--- config.mk ---
export PLATFORM = sky130hd
export DESIGN_NAME = vend_ctrl
export DESIGN_NICKNAME = d
export VERILOG_FILES = /design/src/rtl/vend_pkg.sv /design/src/rtl/vend_payout.sv /design/src/rtl/vend_ctrl.sv
export SDC_FILE = /design/constraint.sdc
export NUM_CORES = 1
export LEC_CHECK = 0
export BUFFER_PORTS_ARGS = -buffer_cell sky130_fd_sc_hd__buf_2
export CORE_MARGIN = 3
export CORE_UTILIZATION = 59
export DETAILED_ROUTE_END_ITERATION = 16
export PLACE_DENSITY = 0.83
export SKIP_CTS_REPAIR_TIMING = 1
export SYNTH_ARGS = -nofsm -noshare
export SYNTH_HDL_FRONTEND = slang
export SYNTH_SLANG_ARGS = --single-unit
--- constraint.sdc ---
create_clock -name clk -period 3.15 [get_ports clk]
set_clock_uncertainty 0.2 [all_clocks]
set_input_delay 0.63 -clock clk [delete_from_list [all_inputs] [get_ports clk]]
set_output_delay 0.63 -clock clk [all_outputs]
set_load 0.02 [all_outputs]
--- src/rtl/vend_pkg.sv ---
// Shared definitions for the vending machine coin-path controller:
// state encoding, coin codes, credit width and coin value decoding.
package vend_pkg;

  // Width of the credit register, counted in 0.5-yuan units.
  localparam int CREDIT_W = 5;

  // One-hot state codes.
  localparam logic [4:0] S_IDLE_OH     = 5'b00001;
  localparam logic [4:0] S_CREDIT_OH   = 5'b00010;
  localparam logic [4:0] S_DISPENSE_OH = 5'b00100;
  localparam logic [4:0] S_CHANGE_OH   = 5'b01000;
  localparam logic [4:0] S_REFUND_OH   = 5'b10000;

  typedef enum logic [4:0] {
    ST_IDLE     = S_IDLE_OH,
    ST_CREDIT   = S_CREDIT_OH,
    ST_DISPENSE = S_DISPENSE_OH,
    ST_CHANGE   = S_CHANGE_OH,
    ST_REFUND   = S_REFUND_OH
  } state_t;

  // Coin acceptor event codes; 2'b11 is treated as no coin.
  localparam logic [1:0] COIN_NONE = 2'b00;
  localparam logic [1:0] COIN_HALF = 2'b01;
  localparam logic [1:0] COIN_ONE  = 2'b10;

  // Value of a coin event in 0.5-yuan units, one bit wider than credit
  // so that the sum can be clamped without wrapping.
  function automatic logic [CREDIT_W:0] coin_value(input logic [1:0] code);
    logic [CREDIT_W:0] val;
    case (code)
      COIN_HALF: val = (CREDIT_W+1)'(1);
      COIN_ONE:  val = (CREDIT_W+1)'(2);
      COIN_NONE: val = '0;
      default:   val = '0;
    endcase
    return val;
  endfunction

endpackage

--- src/rtl/vend_payout.sv ---
// Change/refund pulse engine. While active, every cycle in which the
// hopper is ready and credit remains produces one registered payout
// pulse; 'pay' tells the controller to take one unit off its credit.
module vend_payout
  import vend_pkg::*;
(
  input  logic                clk,
  input  logic                rst_n,
  input  logic                active,
  input  logic [CREDIT_W-1:0] credit,
  input  logic                chg_rdy,
  output logic                pay,
  output logic                done,
  output logic                chg_pulse
);

  assign pay  = active && chg_rdy && (credit != '0);
  assign done = active && (credit == '0);

  // Register the payout strobe so the hopper sees a clean one-cycle pulse.
  always_ff @(posedge clk or negedge rst_n) begin
    if (!rst_n) begin
      chg_pulse <= 1'b0;
    end else begin
      chg_pulse <= pay;
    end
  end

endmodule

--- src/rtl/vend_ctrl.sv ---
// Vending machine transaction controller: accumulates coin credit,
// validates selections against per-product prices, runs the dispenser
// req/ack handshake and pays out change or refunds via vend_payout.
module vend_ctrl
  import vend_pkg::*;
#(
  parameter int unsigned PRICE0     = 5,
  parameter int unsigned PRICE1     = 4,
  parameter int unsigned PRICE2     = 6,
  parameter int unsigned PRICE3     = 3,
  parameter int unsigned CREDIT_MAX = 20,
  parameter int unsigned TIMEOUT    = 1000
) (
  input  logic                clk,
  input  logic                rst_n,
  input  logic [1:0]          coin,
  input  logic                sel_valid,
  input  logic [1:0]          sel_id,
  input  logic                cancel,
  output logic                disp_req,
  output logic [1:0]          disp_id,
  input  logic                disp_ack,
  input  logic                chg_rdy,
  output logic                chg_pulse,
  output logic                coin_inhibit,
  output logic [CREDIT_W-1:0] credit,
  output logic                busy
);

  // The idle timer counts 0 .. TIMEOUT-1; the refund fires on the cycle
  // the last value is seen with no activity.
  localparam int TIMER_W = (TIMEOUT > 1) ? $clog2(TIMEOUT) : 1;
  localparam logic [TIMER_W-1:0] TIMER_LAST = TIMER_W'(TIMEOUT - 1);

  localparam logic [CREDIT_W:0]   MAX_WIDE   = (CREDIT_W+1)'(CREDIT_MAX);
  localparam logic [CREDIT_W-1:0] MAX_CREDIT = CREDIT_W'(CREDIT_MAX);
  localparam logic [CREDIT_W-1:0] INHIBIT_AT = CREDIT_W'(CREDIT_MAX - 1);

  localparam logic [CREDIT_W-1:0] P0 = CREDIT_W'(PRICE0);
  localparam logic [CREDIT_W-1:0] P1 = CREDIT_W'(PRICE1);
  localparam logic [CREDIT_W-1:0] P2 = CREDIT_W'(PRICE2);
  localparam logic [CREDIT_W-1:0] P3 = CREDIT_W'(PRICE3);

  state_t              state;
  state_t              state_next;
  logic [CREDIT_W-1:0] credit_next;
  logic [TIMER_W-1:0]  timer;
  logic [TIMER_W-1:0]  timer_next;
  logic [1:0]          disp_id_next;
  logic                busy_next;
  logic                inhibit_next;

  logic [CREDIT_W-1:0] price_sel;
  logic [CREDIT_W:0]   coin_val;
  logic [CREDIT_W:0]   coin_sum;
  logic [CREDIT_W-1:0] coin_sat;
  logic                coin_seen;

  logic                payout_active;
  logic                pay;
  logic                pay_done;

  // Price of the product currently presented on the keypad.
  always_comb begin
    price_sel = P0;
    case (sel_id)
      2'd0:    price_sel = P0;
      2'd1:    price_sel = P1;
      2'd2:    price_sel = P2;
      2'd3:    price_sel = P3;
      default: price_sel = P0;
    endcase
  end

  // Credit plus incoming coin, summed one bit wide and clamped so excess value is dropped.
  always_comb begin
    coin_val  = coin_value(coin);
    coin_seen = (coin_val != '0);
    coin_sum  = {1'b0, credit} + coin_val;
    coin_sat  = (coin_sum > MAX_WIDE) ? MAX_CREDIT : coin_sum[CREDIT_W-1:0];
  end

  assign payout_active = (state == ST_CHANGE) || (state == ST_REFUND);

  vend_payout u_payout (
    .clk       (clk),
    .rst_n     (rst_n),
    .active    (payout_active),
    .credit    (credit),
    .chg_rdy   (chg_rdy),
    .pay       (pay),
    .done      (pay_done),
    .chg_pulse (chg_pulse)
  );

  // Next-state, credit and timer logic; cancel beats sel_valid beats coin.
  always_comb begin
    state_next   = state;
    credit_next  = credit;
    timer_next   = timer;
    disp_id_next = disp_id;

    case (state)
      ST_IDLE: begin
        timer_next = '0;
        if (coin_seen) begin
          credit_next = coin_sat;
          state_next  = ST_CREDIT;
        end
      end

      ST_CREDIT: begin
        if (cancel) begin
          timer_next = '0;
          state_next = ST_REFUND;
        end else if (sel_valid) begin
          timer_next = '0;
          if (credit >= price_sel) begin
            credit_next  = credit - price_sel;
            disp_id_next = sel_id;
            state_next   = ST_DISPENSE;
          end else if (coin_seen) begin
            credit_next = coin_sat;
          end
        end else if (coin_seen) begin
          timer_next  = '0;
          credit_next = coin_sat;
        end else if (timer == TIMER_LAST) begin
          timer_next = '0;
          state_next = ST_REFUND;
        end else begin
          timer_next = timer + 1'b1;
        end
      end

      ST_DISPENSE: begin
        if (disp_ack) begin
          state_next = (credit != '0) ? ST_CHANGE : ST_IDLE;
        end
      end

      ST_CHANGE, ST_REFUND: begin
        if (pay) begin
          credit_next = credit - 1'b1;
        end
        if (pay_done) begin
          state_next = ST_IDLE;
        end
      end

      default: begin
        state_next  = ST_IDLE;
        credit_next = '0;
        timer_next  = '0;
      end
    endcase
  end

  // Output values derived from where the machine is heading next cycle.
  always_comb begin
    busy_next    = (state_next == ST_DISPENSE) || (state_next == ST_CHANGE) ||
                   (state_next == ST_REFUND);
    inhibit_next = busy_next ||
                   ((state_next == ST_CREDIT) && (credit_next >= INHIBIT_AT));
  end

  // State, credit, timer and all registered outputs.
  always_ff @(posedge clk or negedge rst_n) begin
    if (!rst_n) begin
      state        <= ST_IDLE;
      credit       <= '0;
      timer        <= '0;
      disp_id      <= 2'd0;
      disp_req     <= 1'b0;
      busy         <= 1'b0;
      coin_inhibit <= 1'b0;
    end else begin
      state        <= state_next;
      credit       <= credit_next;
      timer        <= timer_next;
      disp_id      <= disp_id_next;
      disp_req     <= (state_next == ST_DISPENSE);
      busy         <= busy_next;
      coin_inhibit <= inhibit_next;
    end
  end

endmodule

==> results.sh, run 1 <==
export IMPL_outcome="finished clean"
export IMPL_p_leak_nw=1.15
export IMPL_chipWidth_um=65.2
export IMPL_yosysTopAreaCell="dfrtp_1"
export IMPL_gr_total_overflow=0
export IMPL_r2r_cells=8
export IMPL_area_sequential_um2=653
export IMPL_avgSynthCellArea_um2=8.23
export IMPL_rows=20
export IMPL_place_ws_ns=-0.226
export IMPL_fin_area_um2=2400
export IMPL_synth_warning_count=0
export IMPL_tns_ns=0
export IMPL_fin_util=0.750
export IMPL_grt_pass1_vias=1965
export IMPL_cts_max_path_buffers=2
export IMPL_finalPower_mw=1.57
export IMPL_ios=21
export IMPL_path_cells="buf_2 -> inv_1 -> ha_1 -> nor2_1 -> ha_1 -> and3_1 -> o41ai_4 -> o31ai_1 -> a221oi_1 -> o31ai_1 -> a21o_1 -> o31a_1"
export IMPL_crit_required_ns=3.18
export IMPL_die_y_um=65.2
export IMPL_synthCells=251
export IMPL_vias_per_cell=6.41
export IMPL_stdcell_count=333
export IMPL_synth_area_top_cells="dfrtp_1, ha_1, o21ai_0"
export IMPL_hold_slack_ns=0.0609
export IMPL_cts_clk_slew_worst_paths_ns=0.15
export IMPL_timing_final_ws_setup_ns=0.146
export IMPL_routed_wl_mm=5.35
export IMPL_cts_tree="built"
export IMPL_relSlewSlack=0.408
export IMPL_root_buffer="clkbuf_4"
export IMPL_initial_utilization=0.645
export IMPL_maxSlewViolCount=0
export IMPL_grt_max_degree=27
export IMPL_grt_setup_unrepaired="no"
export IMPL_vias=2136
export IMPL_slowest_delay_ns=0.42
export IMPL_startpoint_type="input port"
export IMPL_antenna_found_initial=0
export IMPL_nFillCells=253
export IMPL_coreArea_um2=3200
export IMPL_pwr_density_cell_nw_per_um2=656
export IMPL_drive_above_1_share=0.204
export IMPL_track_usage=0.272
export IMPL_finalHoldViolCount=0
export IMPL_antenna_left=0
export IMPL_seq_area_frac_synth=0.316
export IMPL_synthMuxAreaShare=0.0157
export IMPL_ys_flop_type="dfrtp_1"
export IMPL_remaining_drc_errors=0
export IMPL_dp_hpwl_mm=3.97
export IMPL_cts_buffers=3
export IMPL_hp_class="in -> async"
export IMPL_crit_type="in -> reg"
export IMPL_crit_arrival_ns=3.03
export IMPL_fin_crit_sh=0.954
export IMPL_synth_xor_area_frac=0.0339
export IMPL_tightest_slew_ns=0.882
export IMPL_nNetsFinal=313
export IMPL_num_antenna_cells=0
export IMPL_areaGrowthSynthToFinish_pct=16.2
export IMPL_htree_levels=1
export IMPL_fmax_ghz=0.333
export IMPL_reg2reg_slack_ns=0.19
export IMPL_crit_path_end="coin_inhibit"
export IMPL_clk_latency_ns=0.34
export IMPL_async_reset_ff_frac=1.00
export IMPL_multi_input_area_um2=1330
export IMPL_dieArea_um2=4250
export IMPL_critPathCaptureType="flop"
export IMPL_gp_congestion=0.972
export IMPL_finalSetupViolations=0
export IMPL_synth_top_family_by_area="compound AO/OA/AOI/OAI gates"
export IMPL_synth_top_cell_area_share=0.303
export IMPL_slowest_stage="o41ai_4"
export IMPL_synth_compound_area_share=0.267
export IMPL_ys_types=57
export IMPL_dpl_cell_area_um2=2350
export IMPL_crit_start="sel_id[0]"
export IMPL_synthSimpleGateAreaFrac=0.240
export IMPL_cap_violations=0
export IMPL_clock_sinks=26
export IMPL_synthAdderAreaFrac=0.0824
export IMPL_wl_per_cell_um=16.1
export IMPL_worstReg2RegEnd="coin_inhibit"
export IMPL_synth_edf_count=0
export IMPL_ir_drop_v=0.000412
export IMPL_syn_nets=274
export IMPL_netlist_area_um2=2070
export IMPL_numPortBuffers=20
export IMPL_finalCriticalPeriod_ns=3.00
export IMPL_grt_pass1_wl_mm=9.05
export IMPL_ys_seq_elements=26
export IMPL_drt_iter0_drc=163
export IMPL_synth_common_cells="nand2_1, o21ai_0, dfrtp_1"
export IMPL_worstReg2RegStart="credit[2]"
export IMPL_first_pass_iters=5
export IMPL_post_place_cells=329
export IMPL_cp_max_fo=4
## kinds of logic after synthesis
| group | Yosys count |
|---|---|
| and+or+nand+nor | 96 |
| AOI/OAI and AO/OA | 83 |
| DFF | 26 |
| buffers and inverters | 22 |
| adders and majority gates | 13 |
| xor gates and xnor gates | 8 |
| muxes | 3 |
## worst max-delay path: cells and delay by family
kind | cells | cell delay, ns
AOI/OAI and AO/OA | 6 | 1.46
adders and majority gates | 2 | 0.44
and+or+nand+nor | 2 | 0.35
buffers and inverters | 2 | 0.14
## layout by cell type (no fill, tap or decap), types with 3 or more instances in the layout
cell      count
ha_1         12
xnor2_1       4
dfrtp_1      24
nor2_1       18
buf_2        20
o31ai_1       6
clkbuf_4      3
a21oi_1      16
a31oi_1       5
nand2b_1      3
nand2_1      27
and3_1        8
a21o_1        4
nor3_1        4
o21ai_0      26
xor2_1        4
nand3b_1      3
nand3_1      15
inv_1        12
buf_4        24
## state kept, by name, summed over array words and instances, names as in the netlist
signal,count
disp_req,1
credit,5
busy,1
coin_inhibit,1
disp_id,2
state,5
u_payout.chg_pulse,1
timer,10
## worst min-delay path by stage
stage / from / end / cells after the start
floorplan: rst_n / busy / 0
global placement: disp_id[0] / disp_id[0] / 2
detailed placement: disp_id[0] / disp_id[0] / 2
CTS: rst_n / disp_id[1] / 1
global route: rst_n / disp_id[1] / 1
finish: rst_n / state[3] / 1
## cell type report
cell class              instances  area share
flip-flops and latches         26       0.272
multi-input cells             203       0.554
repair buffers                 44       0.117
well taps                      44      0.0229
clock buffers                   4      0.0151
inverters                      12      0.0188
## where the power goes
group          switching, mW  internal (mW)  total (mW)
Clock                  0.105         0.0709       0.176
Combinational          0.534          0.398       0.932
Sequential            0.0728          0.394       0.467
Total                  0.712          0.863        1.57
## metal layers
metal,global-route usage,vias to the layer above,wire length [µm]
li1,-,1017,-
met1,0.369,1000,2390
met2,0.435,106,2420
met3,0.0410,13,400
met4,0.114,0,142
met5,0,-,0
Power figures use the tool's default switching activity.
==> run 2: changes to the inputs <==
- PLACE_DENSITY: 0.83 -> 0.8
==> results.sh, run 2 (synthesis results as in run 1) <==
export IMPL_crit_required_ns=3.17
export IMPL_first_pass_iters=4
export IMPL_fmax_ghz=0.336
export IMPL_hold_slack_ns=0.0909
export IMPL_ir_drop_v=0.000390
export IMPL_tightest_slew_ns=0.910
export IMPL_outcome="finished clean"
export IMPL_nNetsFinal=319
export IMPL_largest_reg_flops=10
export IMPL_root_buffer="clkbuf_4"
export IMPL_grt_max_degree=27
export IMPL_finalHoldViolCount=0
export IMPL_antenna_left=0
export IMPL_cp_max_fo=5
export IMPL_areaGrowthSynthToFinish_pct=17.3
export IMPL_startpoint_type="input port"
export IMPL_die_y_um=65.2
export IMPL_p_leak_nw=1.17
export IMPL_timing_final_ws_setup_ns=0.178
export IMPL_crit_arrival_ns=2.99
export IMPL_num_antenna_cells=0
export IMPL_met3_usage=0.0547
export IMPL_grt_pass1_vias=1928
export IMPL_cts_tree="built"
export IMPL_drt_iter0_drc=165
export IMPL_remaining_drc_errors=0
export IMPL_initial_utilization=0.645
export IMPL_rows=20
export IMPL_grt_use_met1=0.393
export IMPL_mostFrequentLayoutCells="buf_4, o21ai_0, nand2_1"
export IMPL_biggestRegsByFlops="timer x10, credit x5, state x5"
export IMPL_clock_sinks=26
export IMPL_crit_type="in -> reg"
export IMPL_fin_crit_sh=0.944
export IMPL_met2_usage=0.439
export IMPL_ios=21
export IMPL_grt_busiest_layer="met2"
export IMPL_cts_buffers=3
export IMPL_finalPower_mw=1.57
export IMPL_wl_per_cell_um=16.1
export IMPL_grt_setup_unrepaired="no"
export IMPL_gp_congestion=0.916
export IMPL_clk_latency_ns=0.32
export IMPL_relSlewSlack=0.385
export IMPL_cap_violations=0
export IMPL_htree_levels=1
export IMPL_post_place_cells=335
export IMPL_antenna_found_initial=0
export IMPL_chipWidth_um=65.2
export IMPL_finalSetupViolations=0
export IMPL_vias=2115
export IMPL_dp_hpwl_mm=4.20
export IMPL_r2r_cells=9
export IMPL_vias_per_cell=6.24
export IMPL_finalCriticalPeriod_ns=2.97
export IMPL_nFillCells=262
export IMPL_worstReg2RegEnd="coin_inhibit"
export IMPL_maxSlewViolCount=0
export IMPL_numPortBuffers=20
export IMPL_regMostFlops="timer"
export IMPL_tns_ns=0
export IMPL_critPathCaptureType="flop"
export IMPL_layout_commonest_cell="buf_4"
export IMPL_stdcell_count=339
export IMPL_gr_total_overflow=0
export IMPL_dieArea_um2=4250
export IMPL_cts_clk_slew_worst_paths_ns=0.14
export IMPL_reg2reg_slack_ns=0.25
export IMPL_cts_max_path_buffers=2
export IMPL_coreArea_um2=3200
export IMPL_pwr_density_cell_nw_per_um2=648
export IMPL_routed_wl_mm=5.44
export IMPL_worstReg2RegStart="credit[0]"
export IMPL_track_usage=0.276
export IMPL_grt_pass1_wl_mm=9.18
export IMPL_place_ws_ns=-0.134
export IMPL_hp_class="in -> async"
export IMPL_drive_above_1_share=0.207
-- run 2: how the worst max path moves through the flow --
stage / cells after the start / startpoint / to / slack, ns
4_1_cts: 13 / coin[0] / coin_inhibit / 0.20
3_3_place_gp: 11 / sel_id[0] / coin_inhibit / -0.07
6_report: 13 / sel_id[0] / coin_inhibit / 0.18
2_1_floorplan: 10 / sel_id[0] / coin_inhibit / 0.06
5_1_grt: 12 / sel_id[0] / coin_inhibit / 0.01
3_5_place_dp: 12 / sel_id[0] / coin_inhibit / -0.13
-- run 2: worst max-delay path, cell delays in order --
cell,delay (ns)
buf_2,0.09
inv_1,0.05
ha_1,0.18
nor2_1,0.16
ha_1,0.27
and3_1,0.19
buf_4,0.15
o41a_1,0.46
a21o_1,0.20
a21oi_1,0.15
o221ai_1,0.17
a21o_1,0.22
o31a_1,0.10
-- run 2: per-layer routing --
metal | wire length, µm | up-vias
met3 | 464 | 11
li1 | - | 1023
met4 | 70 | 0
met1 | 2410 | 987
met5 | 0 | -
met2 | 2500 | 94
-- run 2: final cells by class --
class / instances / area, µm² / area share
Multi-Input combinational cell: 203 / 1320 / 0.545
Sequential cell: 26 / 652 / 0.269
Timing Repair Buffer: 50 / 325 / 0.134
Tap cell: 44 / 55.1 / 0.0227
Inverter: 12 / 45.0 / 0.0186
Clock buffer: 4 / 26.3 / 0.0108
-- run 2: stage by stage --
step	cell area (µm²)	utilization
floorplan	2070	-
global placement	2400	0.748
detailed placement	2400	0.748
CTS	2420	0.757
global route	2420	0.757
finish	2420	0.757
-- run 2: report_power, final --
group	leakage, nW	total [mW]	internal (mW)	switching, mW
Combinational	0.800	0.971	0.421	0.550
Sequential	0.353	0.454	0.393	0.0614
Clock	0.0150	0.145	0.0495	0.0956
